## src/rtl/lif_scheduler.sv

```systemverilog
// ---------------------------------------------------------------------------
// lif_scheduler
//
// Time-multiplexed leaky integrate-and-fire controller. One LIF update path
// is shared by N_NEURONS neurons whose membrane states live in an internal
// state file. A timestep of currents is accepted on a valid/ready handshake,
// the neurons are swept one per cycle, and the resulting spike vector is
// presented on a valid/ready output.
//
// Build option:
//   LIF_SCHED_SOFT_RESET_EN  defined   -> firing neuron keeps sum - THRESHOLD
//                            undefined -> firing neuron returns to 0
//
// Ports:
//   clk         rising-edge clock
//   reset       synchronous active-high reset
//   in_valid    timestep packet offered
//   in_ready    scheduler can accept a packet (high only in IDLE)
//   in_current  N_NEURONS unsigned currents, neuron i at [i*WIDTH +: WIDTH]
//   out_valid   spike vector of the completed timestep available
//   out_ready   consumer accepts the spike vector
//   out_spikes  bit i = neuron i fired this timestep
//   busy        high while updating or emitting
//   step_count  completed timesteps, wraps 0xFFFF -> 0
//   rd_idx      state readout select
//   rd_state    state of neuron rd_idx as of the previous edge
// ---------------------------------------------------------------------------
module lif_scheduler #(
  parameter int N_NEURONS  = 4,
  parameter int WIDTH      = 8,
  parameter int THRESHOLD  = 200,
  parameter int LEAK_SHIFT = 1
) (
  input  logic                          clk,
  input  logic                          reset,
  input  logic                          in_valid,
  output logic                          in_ready,
  input  logic [N_NEURONS*WIDTH-1:0]    in_current,
  output logic                          out_valid,
  input  logic                          out_ready,
  output logic [N_NEURONS-1:0]          out_spikes,
  output logic                          busy,
  output logic [15:0]                   step_count,
  input  logic [$clog2(N_NEURONS)-1:0]  rd_idx,
  output logic [WIDTH-1:0]              rd_state
);

  localparam int IDX_W = $clog2(N_NEURONS);

  typedef enum logic [1:0] {
    IDLE   = 2'd0,
    UPDATE = 2'd1,
    EMIT   = 2'd2
  } state_t;

  state_t                       state_r;
  state_t                       state_next_s;
  logic [IDX_W-1:0]             idx_r;
  logic [N_NEURONS*WIDTH-1:0]   cur_r;
  logic [WIDTH-1:0]             mem_r [N_NEURONS];
  logic [N_NEURONS-1:0]         spikes_r;
  logic                         in_ready_r;
  logic                         out_valid_r;
  logic                         busy_r;
  logic [15:0]                  step_count_r;
  logic [WIDTH-1:0]             rd_state_r;

  logic                         accept_s;
  logic                         update_s;
  logic                         done_s;
  logic                         last_s;
  logic [WIDTH-1:0]             cur_sel_s;
  logic [WIDTH-1:0]             state_sel_s;
  logic [WIDTH-1:0]             rd_next_s;
  logic [WIDTH-1:0]             leak_s;
  logic [WIDTH:0]               sum_wide_s;
  logic [WIDTH-1:0]             sat_s;
  logic                         fire_s;
  logic [WIDTH-1:0]             post_fire_s;
  logic [WIDTH-1:0]             new_state_s;

  assign in_ready   = in_ready_r;
  assign out_valid  = out_valid_r;
  assign out_spikes = spikes_r;
  assign busy       = busy_r;
  assign step_count = step_count_r;
  assign rd_state   = rd_state_r;

  // Select the current and state of the neuron being swept, and the readout neuron.
  always_comb begin
    cur_sel_s   = {WIDTH{1'b0}};
    state_sel_s = {WIDTH{1'b0}};
    rd_next_s   = {WIDTH{1'b0}};
    for (int i = 0; i < N_NEURONS; i++) begin
      cur_sel_s   = (idx_r  == IDX_W'(i)) ? cur_r[i*WIDTH +: WIDTH] : cur_sel_s;
      state_sel_s = (idx_r  == IDX_W'(i)) ? mem_r[i]                : state_sel_s;
      rd_next_s   = (rd_idx == IDX_W'(i)) ? mem_r[i]                : rd_next_s;
    end
  end

  // Shared LIF update: leak, integrate with saturation, threshold, post-fire value.
  always_comb begin
    leak_s     = state_sel_s >> LEAK_SHIFT;
    // One extra bit catches the carry so the sum can clamp instead of wrapping.
    sum_wide_s = {1'b0, cur_sel_s} + {1'b0, leak_s};
    sat_s      = sum_wide_s[WIDTH] ? {WIDTH{1'b1}} : sum_wide_s[WIDTH-1:0];
    fire_s     = (sat_s >= WIDTH'(THRESHOLD));
`ifdef LIF_SCHED_SOFT_RESET_EN
    // Residue above threshold carries into the next timestep.
    post_fire_s = sat_s - WIDTH'(THRESHOLD);
`else
    post_fire_s = {WIDTH{1'b0}};
`endif
    new_state_s = fire_s ? post_fire_s : sat_s;
  end

  // Next-state logic and per-cycle control strobes.
  always_comb begin
    state_next_s = state_r;
    accept_s     = 1'b0;
    update_s     = 1'b0;
    done_s       = 1'b0;
    last_s       = (idx_r == IDX_W'(N_NEURONS - 1));
    case (state_r)
      IDLE: begin
        if (in_valid && in_ready_r) begin
          accept_s     = 1'b1;
          state_next_s = UPDATE;
        end else begin
          state_next_s = IDLE;
        end
      end
      UPDATE: begin
        update_s     = 1'b1;
        state_next_s = last_s ? EMIT : UPDATE;
      end
      EMIT: begin
        if (out_ready) begin
          done_s       = 1'b1;
          state_next_s = IDLE;
        end else begin
          state_next_s = EMIT;
        end
      end
      default: begin
        state_next_s = IDLE;
      end
    endcase
  end

  // FSM state register.
  always_ff @(posedge clk) begin
    if (reset) begin
      state_r <= IDLE;
    end else begin
      state_r <= state_next_s;
    end
  end

  // Handshake and status flags, registered from the next state so none depend combinationally on inputs.
  always_ff @(posedge clk) begin
    if (reset) begin
      in_ready_r  <= 1'b1;
      out_valid_r <= 1'b0;
      busy_r      <= 1'b0;
    end else begin
      in_ready_r  <= (state_next_s == IDLE);
      out_valid_r <= (state_next_s == EMIT);
      busy_r      <= (state_next_s != IDLE);
    end
  end

  // Sweep index and latched currents for the timestep in progress.
  always_ff @(posedge clk) begin
    if (reset) begin
      idx_r <= {IDX_W{1'b0}};
      cur_r <= {(N_NEURONS*WIDTH){1'b0}};
    end else if (accept_s) begin
      idx_r <= {IDX_W{1'b0}};
      cur_r <= in_current;
    end else if (update_s && !last_s) begin
      idx_r <= idx_r + IDX_W'(1'b1);
    end else begin
      idx_r <= idx_r;
    end
  end

  // Spike vector: cleared on acceptance, one bit written per update.
  always_ff @(posedge clk) begin
    if (reset) begin
      spikes_r <= {N_NEURONS{1'b0}};
    end else if (accept_s) begin
      spikes_r <= {N_NEURONS{1'b0}};
    end else if (update_s) begin
      spikes_r[idx_r] <= fire_s;
    end else begin
      spikes_r <= spikes_r;
    end
  end

  // Membrane state file, written only for the neuron being swept.
  always_ff @(posedge clk) begin
    if (reset) begin
      for (int i = 0; i < N_NEURONS; i++) begin
        mem_r[i] <= {WIDTH{1'b0}};
      end
    end else begin
      for (int i = 0; i < N_NEURONS; i++) begin
        if (update_s && (idx_r == IDX_W'(i))) begin
          mem_r[i] <= new_state_s;
        end else begin
          mem_r[i] <= mem_r[i];
        end
      end
    end
  end

  // Completed-timestep counter, advanced on the output handshake.
  always_ff @(posedge clk) begin
    if (reset) begin
      step_count_r <= 16'd0;
    end else if (done_s) begin
      step_count_r <= step_count_r + 16'd1;
    end else begin
      step_count_r <= step_count_r;
    end
  end

  // State readout; samples the file before this edge's update lands.
  always_ff @(posedge clk) begin
    if (reset) begin
      rd_state_r <= {WIDTH{1'b0}};
    end else begin
      rd_state_r <= rd_next_s;
    end
  end

endmodule
```

## config.mk

```make
export PLATFORM = sky130hd
export DESIGN_NAME = lif_scheduler
export DESIGN_NICKNAME = d
export VERILOG_FILES = /design/src/rtl/lif_scheduler.sv
export SDC_FILE = /design/constraint.sdc
export NUM_CORES = 1
export LEC_CHECK = 0
export BUFFER_PORTS_ARGS = -buffer_cell sky130_fd_sc_hd__buf_2
export CORE_UTILIZATION = 50
export CTS_CLUSTER_DIAMETER = 100
export DETAILED_ROUTE_END_ITERATION = 6
export GPL_ROUTABILITY_DRIVEN = 0
export HOLD_SLACK_MARGIN = 0.08
export PLACE_DENSITY = 0.76
export SLEW_MARGIN = 20
export SYNTH_ARGS = -nofsm -noshare
export SYNTH_HDL_FRONTEND = slang
export SYNTH_SLANG_ARGS = --single-unit
export TNS_END_PERCENT = 30
```

## constraint.sdc

```tcl
create_clock -name clk -period 11.3 [get_ports clk]
set_input_delay 1.695 -clock clk [delete_from_list [all_inputs] [get_ports clk]]
set_output_delay 1.695 -clock clk [all_outputs]
set_load 0.01 [all_outputs]
```

==> results of run 1 <==
## cell type report
type                    count  area share
multi-input cells         380       0.431
clock inverters             7      0.0134
well taps                 129      0.0299
clock buffers               9      0.0229
flip-flops and latches     99       0.426
repair buffers             73      0.0700
inverters                   9     0.00626
## where the power goes
group          internal [mW]  total [mW]  switching, mW
combinational         0.0766       0.184          0.108
sequential             0.403       0.418         0.0150
clock                 0.0862       0.223          0.137
## cell usage after synthesis (9+ instances only)
| library cell | count | share of area |
|---|---|---|
| nor4b_1 | 16 | 0.029 |
| nor2b_1 | 11 | 0.014 |
| nor2_1 | 54 | 0.042 |
| inv_1 | 9 | 0.0070 |
| ha_1 | 12 | 0.031 |
| dfxtp_1 | 67 | 0.28 |
| o21ai_0 | 19 | 0.020 |
| xnor2_1 | 12 | 0.022 |
| nor4_1 | 9 | 0.012 |
| clkbuf_1 | 36 | 0.028 |
| a21oi_1 | 62 | 0.064 |
| edfxtp_1 | 32 | 0.20 |
| nand2_1 | 94 | 0.073 |
## registers in the layout, indices dropped and copies added (netlist names)
signal / flops
state_r: 2
in_ready: 1
busy: 1
out_spikes: 4
step_count: 16
mem_r: 32
cur_r: 32
out_valid: 1
idx_r: 2
rd_state: 8
## worst reg2reg max path, stage by stage, from the launching register on
cell and delay, ps:
dfxtp_1 420, ha_1 820, nor2b_1 340, a22oi_1 250, nor2_1 60, a21oi_1 110, o21ai_0 100, ha_1 270
fa_1 440, a211oi_1 310, o21a_1 240, nor2_1 80, o21a_1 520, a311o_1 530, nor3_1 160
## worst paths after layout
path / end / slack (ps) / startpoint / depth (start not counted)
worst max-delay path: mem_r[2][6] / 6480 / idx_r[0] / 14
worst min-delay path: cur_r[11] / 460 / cur_r[11] / 2
worst max register to register: mem_r[2][6] / 6480 / idx_r[0] / 14
worst min register to register: cur_r[11] / 460 / cur_r[11] / 2
## kinds of logic after synthesis
group                    share of synthesized area
adder cells (fa/ha/maj)                     0.0353
AO/OA/AOI/OAI                                0.147
multiplexers                                0.0415
XOR/XNOR                                    0.0363
AND/OR/NAND/NOR                              0.222
flip-flops                                   0.477
buffers and inverters                       0.0410
## routing by layer
layer	vias up	track usage	wire [um]
met1	1828	0.292	4610
met4	0	0.0881	237
li1	1936	-	-
met5	-	0	0
met2	133	0.386	5390
met3	24	0.0411	611
## per-stage QoR
step                      hold slack, ps  worst slack (ps)  power (mW)
after floorplan                      432              7620       0.559
after global placement               446              6890       0.600
after detailed placement             448              6610       0.607
after CTS                            463              6570       0.828
after global routing                 478              6120       0.863
final                                460              6480       0.825
==> key figures, run 1 <==
CTS
  – Setup bufs post-CTS: 0
  – Post-CTS sizing: 0
  – CTS clk-pin slew, worst paths: 100 ps
  – Clock tree sinks: 99
  – CTS Hold Buffers Added: 0
  – Worst-Skew Late Latency: 370 ps
  – Inserted Clock Buffers: 9
  – CTS H-tree lvls: 3
  – CTS tree: yes
  – CTS root buffer: clkbuf_8
  – CTS max path bufs: 2

GRT
  – Gr usage total: 0.228
  – Initial antenna violation count: 0
  – Total grt overflow: 0
  – First-pass GRT wire length: 17.9 mm
  – Largest net degree at the start of global routing: 91
  – Vias in the first global route: 3,784

STA
  – Relative slew margins: 0.302
  – Worst slew pin tran: 1050 ps
  – Final setup viols: 0
  – Fin Setup TNS: 0 ps
  – Fin crit share: 0.427
  – Fin crit period: 4820 ps
  – Fmax: 207 MHz
  – Final Max Slew Viols: 0
  – Clock skew: 11.7 ps
  – RSZ-0062 raised after global routing: no
  – Final hold violation count: 0

Setup path
  – Critical path required time: 11,500 ps
  – Worst Setup Start Kind: register
  – CP delay by family, top: compound AO/OA/AOI/OAI gates
  – Max Fanout on Critical Path: 29
  – Slowest cell on the critical path: ha_1
  – Critical path class: register to register
  – WP buf/inv: 0
  – Crit end category: register
  – CP cell instances: ha_1 -> nor2b_1 -> a22oi_1 -> nor2_1 -> a21oi_1 -> o21ai_0 -> ha_1 -> fa_1 -> a211oi_1 -> o21a_1 -> nor2_1 -> o21a_1 -> a311o_1 -> nor3_1
  – CP peak stage delay: 820 ps
  – WP data arrival: 5020 ps

Place
  – Placed cell count: 690
  – Hpwl dp: 7.44 mm
  – Area of placed instances: 5200 um2
  – IO Port Bufs: 68

Floorplan
  – Boundary Pins: 69
  – Row count: 35
  – DIE AREA: 10,100 um2
  – Initial core utilization: 0.520
  – Die X-Extent: 100 um
  – Die H: 100 um
  – Core Area: 9280 um2

Cells and area
  – Multi-input gate area: 2330 um2
  – Most frequent cells in the layout: nand2_1 (94), buf_2 (68), dfxtp_1 (67), a21oi_1 (62), nor2_1 (54)
  – Final core utilization: 0.582
  – Share of layout cells above drive strength 1: 0.185
  – Diodes inserted: 0
  – Most common cell after layout, fill and taps aside: nand2_1
  – Fin area: 5400 um2
  – Layout Cells excl Fill: 706
  – Layout Nets: 623
  – Synth-to-layout area growth: 11.8%
  – Register Area: 2300 um2
  – Fillers: 845

Logic synthesis
  – Gate Count Post-Synth: 528
  – Yosys Warn Count: 0
  – Sequential area share after synthesis: 0.477
  – EDFF count, synth: 32
  – Top_reg_cell synth: dfxtp_1
  – Avg Inst Size Synth: 9.14 um2
  – Yosys cell types: 50
  – Syn Nets: 579
  – Ys async rst share: 0
  – Seq cells post-synth: 99
  – Syn Std Cell Area: 4830 um2

Worst hold path
  – HP Class: register to register

Route
  – Via count: 3,921
  – WL/cell: 15.4 um
  – Routed WL: 10.8 mm
  – Post-route ant nets: 0
  – Routed vias/inst: 5.55
  – # DRC: 0
  – Initial DRT Pass Iterations: 5
  – Iteration-0 DRC count of the detailed router: 263

Power
  – Power Dens Cells: 153 nW/um2
  – Cell leakage power: 2.10 nW
  – Peak supply drop: 0.0630 mV

Status
  – Status: finished clean

Job
  – Maxcap violations: 0
(Power assumes the default switching activity.)
==> inputs of run 2 (changes only) <==
- ABC_AREA: not set -> 1
- PLACE_DENSITY: 0.76 -> 0.79
- clock period: 11.3 -> 4.2 ns (I/O delays scaled with it)
==> run 2 against run 1 <==
Total power increased to 3.2 times the previous value; worst setup slack got worse by 6100 ps; clock skew increased by 1.6 ps.
==> key figures, run 2 <==
Status
  – Status: finished clean

Route
  – Routed vias/inst: 5.43 (-2.2%)
  – Via count: 4,442 (+13%)
  – WL/cell: 14.0 um (-8.8%)
  – Initial DRT Pass Iterations: 6 (+1)
  – # DRC: 0 (unchanged)
  – Iteration-0 DRC count of the detailed router: 346 (+32%)
  – Routed WL: 11.5 mm (+5.7%)
  – Post-route ant nets: 0 (unchanged)

Cells and area
  – Layout Cells excl Fill: 818 (+16%)
  – Most frequent cells in the layout: nor2_1 (112), nand2_1 (98), inv_1 (84), buf_2 (68), dfxtp_1 (67)
  – Share of layout cells above drive strength 1: 0.158 (-0.0272)
  – Layout Nets: 735 (+18%)
  – Fillers: 832 (-1.5%)
  – Diodes inserted: 0 (unchanged)
  – Synth-to-layout area growth: 13.4%
  – Most common cell after layout, fill and taps aside: nor2_1

Power
  – Power Dens Cells: 487 nW/um2 (+220%)
  – Cell leakage power: 2.69 nW (+28%)
  – Peak supply drop: 0.212 mV (+240%)

STA
  – Worst hold slack: 475 ps (+14.3 ps)
  – Final Max Slew Viols: 0 (unchanged)
  – Fin crit share: 0.901 (+0.474)
  – Fmax: 264 MHz (+27%)
  – Relative slew margins: 0.320 (+0.0176)
  – RSZ-0062 raised after global routing: no
  – Final hold violation count: 0 (unchanged)
  – Worst slew pin tran: 1020 ps (-27.6 ps)
  – Final setup viols: 0 (unchanged)
  – Fin crit period: 3780 ps (-1040 ps)
  – Clock skew: 13.3 ps (+1.56 ps)
  – Fin Setup TNS: 0 ps (unchanged)

Setup path
  – WP depth: 19 (+5)
  – CP peak stage delay: 440 ps (-380 ps)
  – Critical path class: register to register
  – CP Launch Point: idx_r[1]
  – Critical path required time: 4310 ps (-7190 ps)
  – Worst r2r src: idx_r[1]
  – Worst Setup Start Kind: register
  – FF-to-FF path depth: 19 (+5)
  – Max Fanout on Critical Path: 18 (-38%)
  – CP delay by family, top: simple AND/OR/NAND/NOR gates
  – Slowest cell on the critical path: fa_1
  – Crit end category: register
  – WP buf/inv: 3 (+3)
  – WP data arrival: 3890 ps (-1130 ps)
  – CP cell instances: inv_1 -> ha_2 -> inv_2 -> nand2_2 -> clkinv_1 -> a22oi_1 -> nand2_1 -> o21ai_0 -> a21oi_1 -> ha_1 -> fa_1 -> nand3_1 -> nand3_1 -> xor2_1 -> nor2_1 -> nand3_2 -> nand3_4 -> nand2_1 -> nor2_1

Floorplan
  – DIE AREA: 10,100 um2 (+0.26%)
  – Die H: 100 um (+0.13%)
  – Core Area: 9330 um2 (+0.47%)
  – Boundary Pins: 69 (unchanged)
  – Row count: 35 (unchanged)
  – Initial core utilization: 0.519 (-0.00110)
  – Die X-Extent: 100 um (+0.13%)

CTS
  – Inserted Clock Buffers: 9 (unchanged)
  – CTS H-tree lvls: 3 (unchanged)
  – CTS tree: yes
  – CTS root buffer: clkbuf_8
  – Worst-Skew Late Latency: 370 ps (about the same)
  – CTS Hold Buffers Added: 0 (unchanged)
  – Setup bufs post-CTS: 0 (unchanged)
  – Clock tree sinks: 99 (unchanged)
  – CTS clk-pin slew, worst paths: 110 ps (about the same)
  – CTS max path bufs: 2 (unchanged)

Logic synthesis
  – Sequential area share after synthesis: 0.476 (-0.00123)
  – Top_reg_cell synth: dfxtp_1
  – Avg Inst Size Synth: 7.74 um2 (-15%)
  – Yosys Warn Count: 0 (unchanged)
  – Ys async rst share: 0 (unchanged)
  – Synth area leaders: dfxtp_1 (28%), edfxtp_1 (20%), nor2_1 (8.7%), nand2_1 (7.6%), o21ai_0 (6.6%)
  – Gate Count Post-Synth: 625 (+18%)
  – Seq cells post-synth: 99 (unchanged)
  – Yosys cell types: 39 (-22%)
  – EDFF count, synth: 32 (unchanged)
  – Syn Nets: 676 (+17%)
  – Dominant cell type by area after synthesis: dfxtp_1
  – Most frequent cell after synthesis: nor2_1
  – Syn Std Cell Area: 4840 um2 (+0.26%)
  – Share of the synthesized area in the top cell type: 0.277 (-0.000718)
  – Commonest cells in the netlist: nor2_1 (112), nand2_1 (98), inv_1 (84), dfxtp_1 (67), o21ai_0 (64)

GRT
  – Total grt overflow: 0 (unchanged)
  – First-pass GRT wire length: 19.4 mm (+8.4%)
  – Initial antenna violation count: 0 (unchanged)
  – Gr usage total: 0.244 (+0.0161)
  – Largest net degree at the start of global routing: 41 (-55%)
  – Vias in the first global route: 4,192 (+11%)

Place
  – Placed cell count: 802 (+16%)
  – IO Port Bufs: 68 (unchanged)
  – Hpwl dp: 8.49 mm (+14%)

Worst hold path
  – Min-delay src: in_current[0]
  – Hold path cells: 3 (+1)
  – HP Class: input pin to register

Job
  – Maxcap violations: 0 (unchanged)
## run 2: cell count changes after synthesis, moves of 9 or more
cell / before / now
o22ai_1: 0 / 10
nor4b_1: 16 / 0
nor2_1: 54 / 112
clkbuf_1: 36 / 18
o21ai_0: 19 / 64
nor2b_1: 11 / 0
nand3_1: 5 / 21
a21oi_1: 62 / 29
inv_1: 9 / 84
nor4_1: 9 / 0
## run 2: repair_timing
item,4_1_cts,5_1_grt
endpoints found under the setup margin,0,20
hold endpoints to repair,0,0
gates resized for setup,0,1
## run 2: final cells by class
class	count	area (um2)	share of cell area
Timing Repair Buffer	72	370	0.0675
Clock buffer	9	124	0.0226
Clock inverter	7	92.6	0.0169
Multi-Input combinational cell	412	2100	0.383
Sequential cell	99	2300	0.420
Tap cell	129	161	0.0294
Inverter	90	338	0.0616
## run 2: through the flow
stage           util  power [mW]  area, um2  setup WS (ps)
5_1_grt        0.588        2.83       5490            135
3_5_place_dp   0.565        2.01       5270            368
6_report       0.588        2.67       5490            418
4_1_cts        0.588        2.66       5490            341
3_3_place_gp   0.565        1.98       5270            592
2_1_floorplan      -        1.79       4840           1210
## run 2: path summary, 6_finish.rpt
check	end	slack, ps
setup / recovery	mem_r[3][3]	420
hold / removal	cur_r[0]	470
setup reg to reg	mem_r[3][3]	420
hold reg to reg	cur_r[7]	490
## run 2: kinds of logic (layout without fill, tap and decap cells)
family                   after synthesis  after routing  synth area share
AO/OA/AOI/OAI                        131            131             0.155
flip-flops                            99             99             0.476
buffers and inverters                114            178            0.0910
AND/OR/NAND/NOR                      260            260             0.229
adder cells (fa/ha/maj)               13             13            0.0352
XOR/XNOR                               8              8            0.0145
## run 2: power by group
part           switching, mW  internal [mW]  leakage (nW)
Combinational          0.554          0.265          1.70
Sequential            0.0528           1.15         0.880
Clock                  0.363          0.292         0.109
## run 2: routing by layer
metal,wire [um],vias up,global-route usage
met2,5240,211,0.392
met3,921,30,0.0508
met4,321,0,0.0948
met5,0,-,0
li1,-,2157,-
met1,4980,2044,0.325
## run 2: tightest hold or removal path, stage by stage
cell	delay, ps
buf_2	80
nor2_1	30
nor2_1	80
